`config.mk`:
```
export PLATFORM = sky130hd
export DESIGN_NAME = instr_fetch_unit
export DESIGN_NICKNAME = d
export VERILOG_FILES = /design/src/rtl/fetch_pkg.sv /design/src/rtl/fetch_buffer.sv /design/src/rtl/instr_fetch_unit.sv
export SDC_FILE = /design/constraint.sdc
export NUM_CORES = 1
export LEC_CHECK = 0
export BUFFER_PORTS_ARGS = -buffer_cell sky130_fd_sc_hd__buf_2
export CAP_MARGIN = 20
export CELL_PAD_IN_SITES_DETAIL_PLACEMENT = 2
export CELL_PAD_IN_SITES_GLOBAL_PLACEMENT = 2
export CORE_UTILIZATION = 29
export DETAILED_ROUTE_END_ITERATION = 8
export GPL_ROUTABILITY_DRIVEN = 0
export PLACE_DENSITY_LB_ADDON = 0.15
export SETUP_SLACK_MARGIN = 0.15
export SYNTH_ARGS = -nofsm -noshare
export SYNTH_HDL_FRONTEND = slang
export SYNTH_HIERARCHICAL = 1
export SYNTH_SLANG_ARGS = --single-unit
```
`constraint.sdc`:
```
create_clock -name clk -period 8 [get_ports clk]
set_input_delay 2 -clock clk [delete_from_list [all_inputs] [get_ports clk]]
set_output_delay 2 -clock clk [all_outputs]
set_load 0.01 [all_outputs]
```
`src/rtl/fetch_pkg.sv`:
```
// Shared types for the instruction fetch stage: FSM states, buffer entry layout
// and the default reset PC.
package fetch_pkg;

  localparam logic [31:0] RESET_PC_DEFAULT = 32'h0000_0000;

  typedef enum logic [1:0] {
    IDLE = 2'd0,
    REQ  = 2'd1,
    DROP = 2'd2,
    HALT = 2'd3
  } fetch_state_t;

  typedef struct packed {
    logic [31:0] word;
    logic [31:0] pc;
  } fetch_entry_t;

endpackage

```
`src/rtl/fetch_buffer.sv`:
```
// Circular FIFO holding fetched {word, pc} entries; flush empties it and
// overrides any push or pop in the same cycle.
module fetch_buffer
  import fetch_pkg::*;
#(
  parameter int DEPTH = 2,
  parameter int CW    = $clog2(DEPTH) + 1
) (
  input  logic         clk,
  input  logic         rst_n,
  input  logic         push_i,
  input  logic         pop_i,
  input  logic         flush_i,
  input  fetch_entry_t push_data_i,
  output fetch_entry_t head_o,
  output logic         valid_o,
  output logic [CW-1:0] count_o
);

  localparam int PW = $clog2(DEPTH);

  fetch_entry_t  mem_q [DEPTH];
  logic [PW-1:0] wr_ptr_q;
  logic [PW-1:0] rd_ptr_q;
  logic [CW-1:0] count_q;

  assign head_o  = mem_q[rd_ptr_q];
  assign valid_o = (count_q != {CW{1'b0}});
  assign count_o = count_q;

  // Storage, pointers and occupancy; the pointers wrap naturally at the power-of-two depth.
  always_ff @(posedge clk or negedge rst_n) begin
    if (!rst_n) begin
      wr_ptr_q <= '0;
      rd_ptr_q <= '0;
      count_q  <= '0;
      for (int i = 0; i < DEPTH; i++) begin
        mem_q[i] <= '0;
      end
    end else if (flush_i) begin
      wr_ptr_q <= '0;
      rd_ptr_q <= '0;
      count_q  <= '0;
    end else begin
      if (push_i) begin
        mem_q[wr_ptr_q] <= push_data_i;
        wr_ptr_q        <= wr_ptr_q + PW'(1);
      end
      if (pop_i) begin
        rd_ptr_q <= rd_ptr_q + PW'(1);
      end
      count_q <= count_q + CW'(push_i) - CW'(pop_i);
    end
  end

endmodule

```
`src/rtl/instr_fetch_unit.sv`:
```
// Fetch stage: owns the PC, runs the imem req/ack handshake and feeds decode.
// Optional FETCH_MISALIGN_CHECK_EN halts fetch on a misaligned redirect target.
module instr_fetch_unit
  import fetch_pkg::*;
#(
  parameter logic [31:0] RESET_PC  = RESET_PC_DEFAULT,
  parameter int          BUF_DEPTH = 2
) (
  input  logic        clk,
  input  logic        rst_n,
  output logic        imem_req,
  output logic [31:0] imem_addr,
  input  logic        imem_ack,
  input  logic [31:0] imem_rdata,
  input  logic        redirect_valid,
  input  logic [31:0] redirect_pc,
  output logic        inst_valid,
  input  logic        inst_ready,
  output logic [31:0] inst,
  output logic [31:0] inst_pc,
  output logic        misalign
);

  localparam int CW = $clog2(BUF_DEPTH) + 1;

  fetch_state_t  state_q, state_d;
  logic          req_q, req_d;
  logic [31:0]   addr_q, addr_d;
  logic [31:0]   fetch_pc_q, fetch_pc_d;
  logic          misalign_q, misalign_d;

  logic          redir_s, bad_s, pop_s, push_s, flush_s;
  logic          space_idle_s, space_push_s;
  logic [31:0]   rpc_s, next_pc_s;
  logic [CW-1:0] count_s, after_pop_s;
  fetch_entry_t  head_s, push_data_s;

`ifdef FETCH_MISALIGN_CHECK_EN
  assign rpc_s = redirect_pc;
  assign bad_s = (redirect_pc[1:0] != 2'b00);
`else
  assign rpc_s = redirect_pc & 32'hFFFF_FFFC;
  assign bad_s = 1'b0;
`endif

  assign redir_s      = redirect_valid && (state_q != HALT);
  assign flush_s      = redir_s;
  assign pop_s        = inst_valid && inst_ready && !redir_s;
  assign after_pop_s  = count_s - {{(CW-1){1'b0}}, pop_s};
  // A new request reserves one slot for its response on top of what is left after this cycle.
  assign space_idle_s = (after_pop_s < CW'(BUF_DEPTH));
  assign space_push_s = (after_pop_s < CW'(BUF_DEPTH - 1));
  assign next_pc_s    = redir_s ? rpc_s : fetch_pc_q;
  assign push_data_s  = '{word: imem_rdata, pc: addr_q};

  fetch_buffer #(.DEPTH(BUF_DEPTH), .CW(CW)) u_buf (
    .clk        (clk),
    .rst_n      (rst_n),
    .push_i     (push_s),
    .pop_i      (pop_s),
    .flush_i    (flush_s),
    .push_data_i(push_data_s),
    .head_o     (head_s),
    .valid_o    (inst_valid),
    .count_o    (count_s)
  );

  assign inst      = head_s.word;
  assign inst_pc   = head_s.pc;
  assign imem_req  = req_q;
  assign imem_addr = addr_q;
  assign misalign  = misalign_q;

  // Next-state logic; req/addr only move when no request is left unacknowledged.
  always_comb begin
    state_d    = state_q;
    req_d      = req_q;
    addr_d     = addr_q;
    fetch_pc_d = fetch_pc_q;
    misalign_d = misalign_q;
    push_s     = 1'b0;
    case (state_q)
      IDLE: begin
        if (redir_s) begin
          fetch_pc_d = rpc_s;
          if (bad_s) begin
            misalign_d = 1'b1;
            state_d    = HALT;
          end else begin
            state_d = REQ;
            req_d   = 1'b1;
            addr_d  = rpc_s;
          end
        end else if (space_idle_s) begin
          state_d = REQ;
          req_d   = 1'b1;
          addr_d  = fetch_pc_q;
        end else begin
          state_d = IDLE;
        end
      end
      REQ: begin
        if (redir_s) begin
          fetch_pc_d = rpc_s;
          if (bad_s) begin
            misalign_d = 1'b1;
            state_d    = HALT;
            req_d      = !imem_ack;
          end else if (imem_ack) begin
            state_d = REQ;
            addr_d  = rpc_s;
          end else begin
            state_d = DROP;
          end
        end else if (imem_ack) begin
          push_s     = 1'b1;
          fetch_pc_d = addr_q + 32'd4;
          if (space_push_s) begin
            state_d = REQ;
            addr_d  = addr_q + 32'd4;
          end else begin
            state_d = IDLE;
            req_d   = 1'b0;
          end
        end else begin
          state_d = REQ;
        end
      end
      DROP: begin
        fetch_pc_d = next_pc_s;
        if (redir_s && bad_s) begin
          misalign_d = 1'b1;
          state_d    = HALT;
          req_d      = !imem_ack;
        end else if (imem_ack) begin
          state_d = REQ;
          addr_d  = next_pc_s;
        end else begin
          state_d = DROP;
        end
      end
      HALT: begin
        if (req_q && imem_ack) begin
          req_d = 1'b0;
        end else begin
          req_d = req_q;
        end
      end
      default: begin
        state_d = IDLE;
        req_d   = 1'b0;
      end
    endcase
  end

  // FSM state and registered memory-side outputs.
  always_ff @(posedge clk or negedge rst_n) begin
    if (!rst_n) begin
      state_q    <= IDLE;
      req_q      <= 1'b0;
      addr_q     <= 32'h0000_0000;
      fetch_pc_q <= RESET_PC;
      misalign_q <= 1'b0;
    end else begin
      state_q    <= state_d;
      req_q      <= req_d;
      addr_q     <= addr_d;
      fetch_pc_q <= fetch_pc_d;
      misalign_q <= misalign_d;
    end
  end

endmodule

```
==> results.txt <==
The final count of hold timing violations came out at 0. The start-to-end type of the worst setup path is input pin to register. The number of cells traversed by the worst hold path is 1. The setup violation total in the final timing report came out at 0. By area the synthesized netlist is led by sky130_fd_sc_hd__dfrtp_1 49%, sky130_fd_sc_hd__mux2_2 14%, sky130_fd_sc_hd__mux2_4 8.9%, sky130_fd_sc_hd__a21oi_1 2.6%, sky130_fd_sc_hd__o21ai_0 1.8%. For this run the aggregate overflow at the end of global routing stands at 0. The die is ~190 um tall. The total power came out at between 0.005 and 0.006 W. For this design the static power due to leakage is about 5.5 nW.

The largest buffer count on any clock path came out at 2. Data arrives at the worst endpoint at 5.06 ns. The count of cells resized by post-cts repair is 0. The sort of element at the start of the critical path is an input pin. The root buffer cell chosen for the clock tree is sky130_fd_sc_hd__clkbuf_16. The total DRC errors in the routed layout came out at 0. The flow ran to the end, and the final reports show no timing, DRC or antenna violations.

For the finished layout, the period the worst path requires is 4.734 ns. The floorplan step set the die width to 189.3 um. The antenna diode instance count came out at 0. Summing all non-filler instances in the final layout gives an area of around 12000 sq um.

Summed over all instances, the cell type with the most area after synthesis is sky130_fd_sc_hd__dfrtp_1. The average instance in the mapped netlist occupies around 12 sq um. The sequential cell area fraction in the yosys report is between 40 and 50%.

The ratio of routed vias to standard cells came out at around 5.0. The critical path data required time is ~8.3 ns. After synthesis, the share of flip-flops with an asynchronous set or reset is between 90% and 100%. The floorplan row count is 68.

The netlist area before placement came out at 10170 sq um. The depth of the worst register-to-register path is 7. The number of placed instances, taps included is 1398. Port buffering added ~160 buffers. The final-layout setup total negative slack came out at 0 ns. The placeable core region is roughly 35000 sq um. The worst hold path begins at u_buf/mem_q[103]. For hold timing, the worst endpoint is u_buf/mem_q[103].

The end of the worst register-to-register path is u_buf/mem_q[102]. The number of violations of the max-capacitance limit came out at 0. For this block, the initial DRC count from the detailed router was 271. TritonCTS built the clock tree. The share of final-layout standard cells stronger than drive strength 1 is a little over two fifths.

The slew at the pin closest to its max-slew limit came out at 1.091 ns. The first global-routing pass estimated ~49000 um of wire. The HPWL reported at the end of detailed placement is between 15000 and 20000 um. The count of flip-flops with a built-in enable after synthesis is 0. The aggregate routed wire length is about 31000 um.

The first-pass iteration count of the detailed router came out at 4. The total global-route track usage came out at around 18%. The worst register-to-register path has a setup slack of 4.14 ns. The total number of vias is a little over 7000. The clock slew at the register clock pins of the worst setup and hold paths came out at ~0.070 ns. The worst slew margin relative to its limit came out at between 20% and 30%. For the worst-skew pair, the clock arrives at the later sink with an insertion delay of between 0.4 and 0.5 ns. In this run the critical register-to-register path is launched from state_q[0]. The initial antenna violation count is 0. The die footprint is about 36000 sq um. The number of placed I/O pins is around 170. The mean routed wirelength per cell came out at ~22 um. The largest vdd supply drop is about 0.00015 V. CTS saw roughly 200 sinks. The commonest register cell after synthesis is sky130_fd_sc_hd__dfrtp_1. Setup repair after global routing left no endpoint under its margin. The largest net degree at the start of global routing came out at between 100 and 150.

Clock tree synthesis inserted a total of 17 buffers. The number of warnings printed during yosys synthesis is 6. The detail route stage leaves a number of antenna-violating nets equal to 0. The post-synthesis instance total is between 800 and 900.

The area of placed instances is roughly 11000 sq um. The starting utilization of the core area is around 29%. The flip-flop and latch count after synthesis is 199. The clock skew after layout came out at 0.009684 ns. The finished layout holds 1431 standard cells, fillers aside. Across the whole layout, storage elements account for 4984 sq um. The net count of the mapped netlist is 904.

The number of distinct library cell variants in the gate-level netlist after synthesis is 66. The final-layout fill cell count came out at 3684. The post-layout net count came out at 1041.

The type of destination of the critical path is a register. Hold repair after CTS inserted 0 buffers. The number of buffers added for setup after CTS came out at 0. The multi-input logic area is around 4700 sq um. The classification of the worst-slack hold path is register to register. The final number of max-transition violations is 0. The maximum level of the CTS H-tree is 4. The worst hold-check slack came out at about 0.50 ns. The area share of the leading cell type in the synthesized netlist is between 40% and 50%. The maximum net fanout on the critical path is 60. Based on the critical path, the design can be clocked at up to 211.2 MHz.

The post-route clock period utilization is 59.18%. The number of global-route vias before repair came out at slightly above 8000. Power spread over the standard cell area amounts to roughly 420 nW/um^2. The layout-stage area growth over the synthesis result came out at 17.37%.
-- how the worst max path moves through the flow --
| stage | startpoint | end | slack [ns] |
|---|---|---|---|
| 6_report | redirect_valid | u_buf/mem_q[102] | 3.27 |
| 5_1_grt | redirect_valid | u_buf/mem_q[102] | 3.10 |
| 4_1_cts | redirect_valid | u_buf/mem_q[96] | 3.19 |
| 3_5_place_dp | redirect_valid | u_buf/mem_q[114] | 2.71 |
| 3_3_place_gp | redirect_valid | u_buf/mem_q[98] | 2.74 |
| 2_1_floorplan | redirect_valid | imem_addr[16] | 3.63 |
-- report_power, final --
| group | internal (W) | leakage [nW] | switching (W) |
|---|---|---|---|
| clock network | 0.000584 | 0.321 | 0.000404 |
| logic | 0.00104 | 2.70 | 0.00115 |
| registers | 0.00145 | 2.46 | 0.000410 |
-- through the flow --
step | worst slack [ns] | util [%]
after floorplan | 3.626 | -
after CTS | 3.195 | 34.53
after global placement | 2.743 | 32.61
after detailed placement | 2.714 | 32.61
after global routing | 3.098 | 34.55
final | 3.266 | 34.55
-- worst max-delay path, stage by stage --
cell	delay, ns
sky130_fd_sc_hd__buf_2	0.11
sky130_fd_sc_hd__nand2b_4	0.39
sky130_fd_sc_hd__inv_1	0.33
sky130_fd_sc_hd__buf_4	0.38
sky130_fd_sc_hd__nor3b_4	0.49
sky130_fd_sc_hd__buf_4	0.83
sky130_fd_sc_hd__mux2_2	0.43
-- sequential cells by signal, indices dropped and copies added (netlist names) --
signal and cells:
fetch_pc_q 32, imem_addr 32, imem_req 1, state_q 2
u_buf/count_o 2, u_buf/mem_q 128, u_buf/rd_ptr_q 1, u_buf/wr_ptr_q 1
-- cell usage in the layout (no fill, tap or decap), drive strengths merged, types with 4 or more instances in the layout --
master   instances
a211oi           5
nand4            8
a21oi           53
a22o            10
o31a             9
xor2            16
nand2           35
buf            174
xnor2           15
o211ai           4
nor3             8
a22oi           10
dfrtp          199
or3              4
and3            18
a2bb2oi          7
a31oi            5
mux2           192
bufinv           5
nor4             6
nor2            29
nand3           15
ha               9
inv             17
o22ai           21
clkbuf          23
o21ai           40
-- metal layers --
layer  GRT usage [%]  up-vias  routed length (um)
li1                -     3292                   -
met1           24.17     3793               15100
met2           29.41      121               14780
met3           3.170       17                 812
met4           4.467        0                 342
met5               0        -                   0
-- cell families (layout without fill, tap and decap cells) --
| group | count (synthesis) | count (layout) | synth area share [%] |
|---|---|---|---|
| AOI/OAI and AO/OA | 187 | 187 | 11.84 |
| xor gates and xnor gates | 32 | 32 | 2.892 |
| adders and majority gates | 9 | 9 | 1.107 |
| buffers and inverters | 72 | 222 | 4.553 |
| DFF | 199 | 199 | 48.97 |
| muxes | 193 | 193 | 23.58 |
| other | 1 | 1 | 0.03688 |
| and+or+nand+nor | 133 | 133 | 7.026 |
-- synth_stat cells, types with 3 or more instances --
cell,instances
sky130_fd_sc_hd__a211oi_1,4
sky130_fd_sc_hd__a21oi_1,53
sky130_fd_sc_hd__a22o_1,10
sky130_fd_sc_hd__a22oi_1,10
sky130_fd_sc_hd__a2bb2oi_1,7
sky130_fd_sc_hd__a31oi_1,5
sky130_fd_sc_hd__and3_1,17
sky130_fd_sc_hd__buf_1,3
sky130_fd_sc_hd__buf_12,6
sky130_fd_sc_hd__buf_2,22
sky130_fd_sc_hd__buf_6,8
sky130_fd_sc_hd__clkbuf_1,16
sky130_fd_sc_hd__dfrtp_1,199
sky130_fd_sc_hd__ha_1,9
sky130_fd_sc_hd__inv_1,15
sky130_fd_sc_hd__mux2_1,5
sky130_fd_sc_hd__mux2_2,127
sky130_fd_sc_hd__mux2_4,60
sky130_fd_sc_hd__nand2_1,35
sky130_fd_sc_hd__nand3_1,14
sky130_fd_sc_hd__nand4_1,6
sky130_fd_sc_hd__nor2_1,29
sky130_fd_sc_hd__nor3_1,8
sky130_fd_sc_hd__nor4_1,4
sky130_fd_sc_hd__o211ai_1,4
sky130_fd_sc_hd__o21a_1,3
sky130_fd_sc_hd__o21ai_0,36
sky130_fd_sc_hd__o21ai_1,4
sky130_fd_sc_hd__o221ai_1,3
sky130_fd_sc_hd__o22a_1,3
sky130_fd_sc_hd__o22ai_1,21
sky130_fd_sc_hd__o31a_1,8
sky130_fd_sc_hd__o41ai_1,3
sky130_fd_sc_hd__or3_1,4
sky130_fd_sc_hd__xnor2_1,15
sky130_fd_sc_hd__xor2_1,16
-- layout make-up --
class / count / share of cell area (%)
repair buffers: 175 / 7.747
multi-input cells: 555 / 39.70
flip-flops and latches: 199 / 41.75
clock buffers: 22 / 3.973
inverters: 15 / 0.4717
clock inverters: 10 / 1.583
well taps: 455 / 4.770
Power figures use the tool's default switching activity.
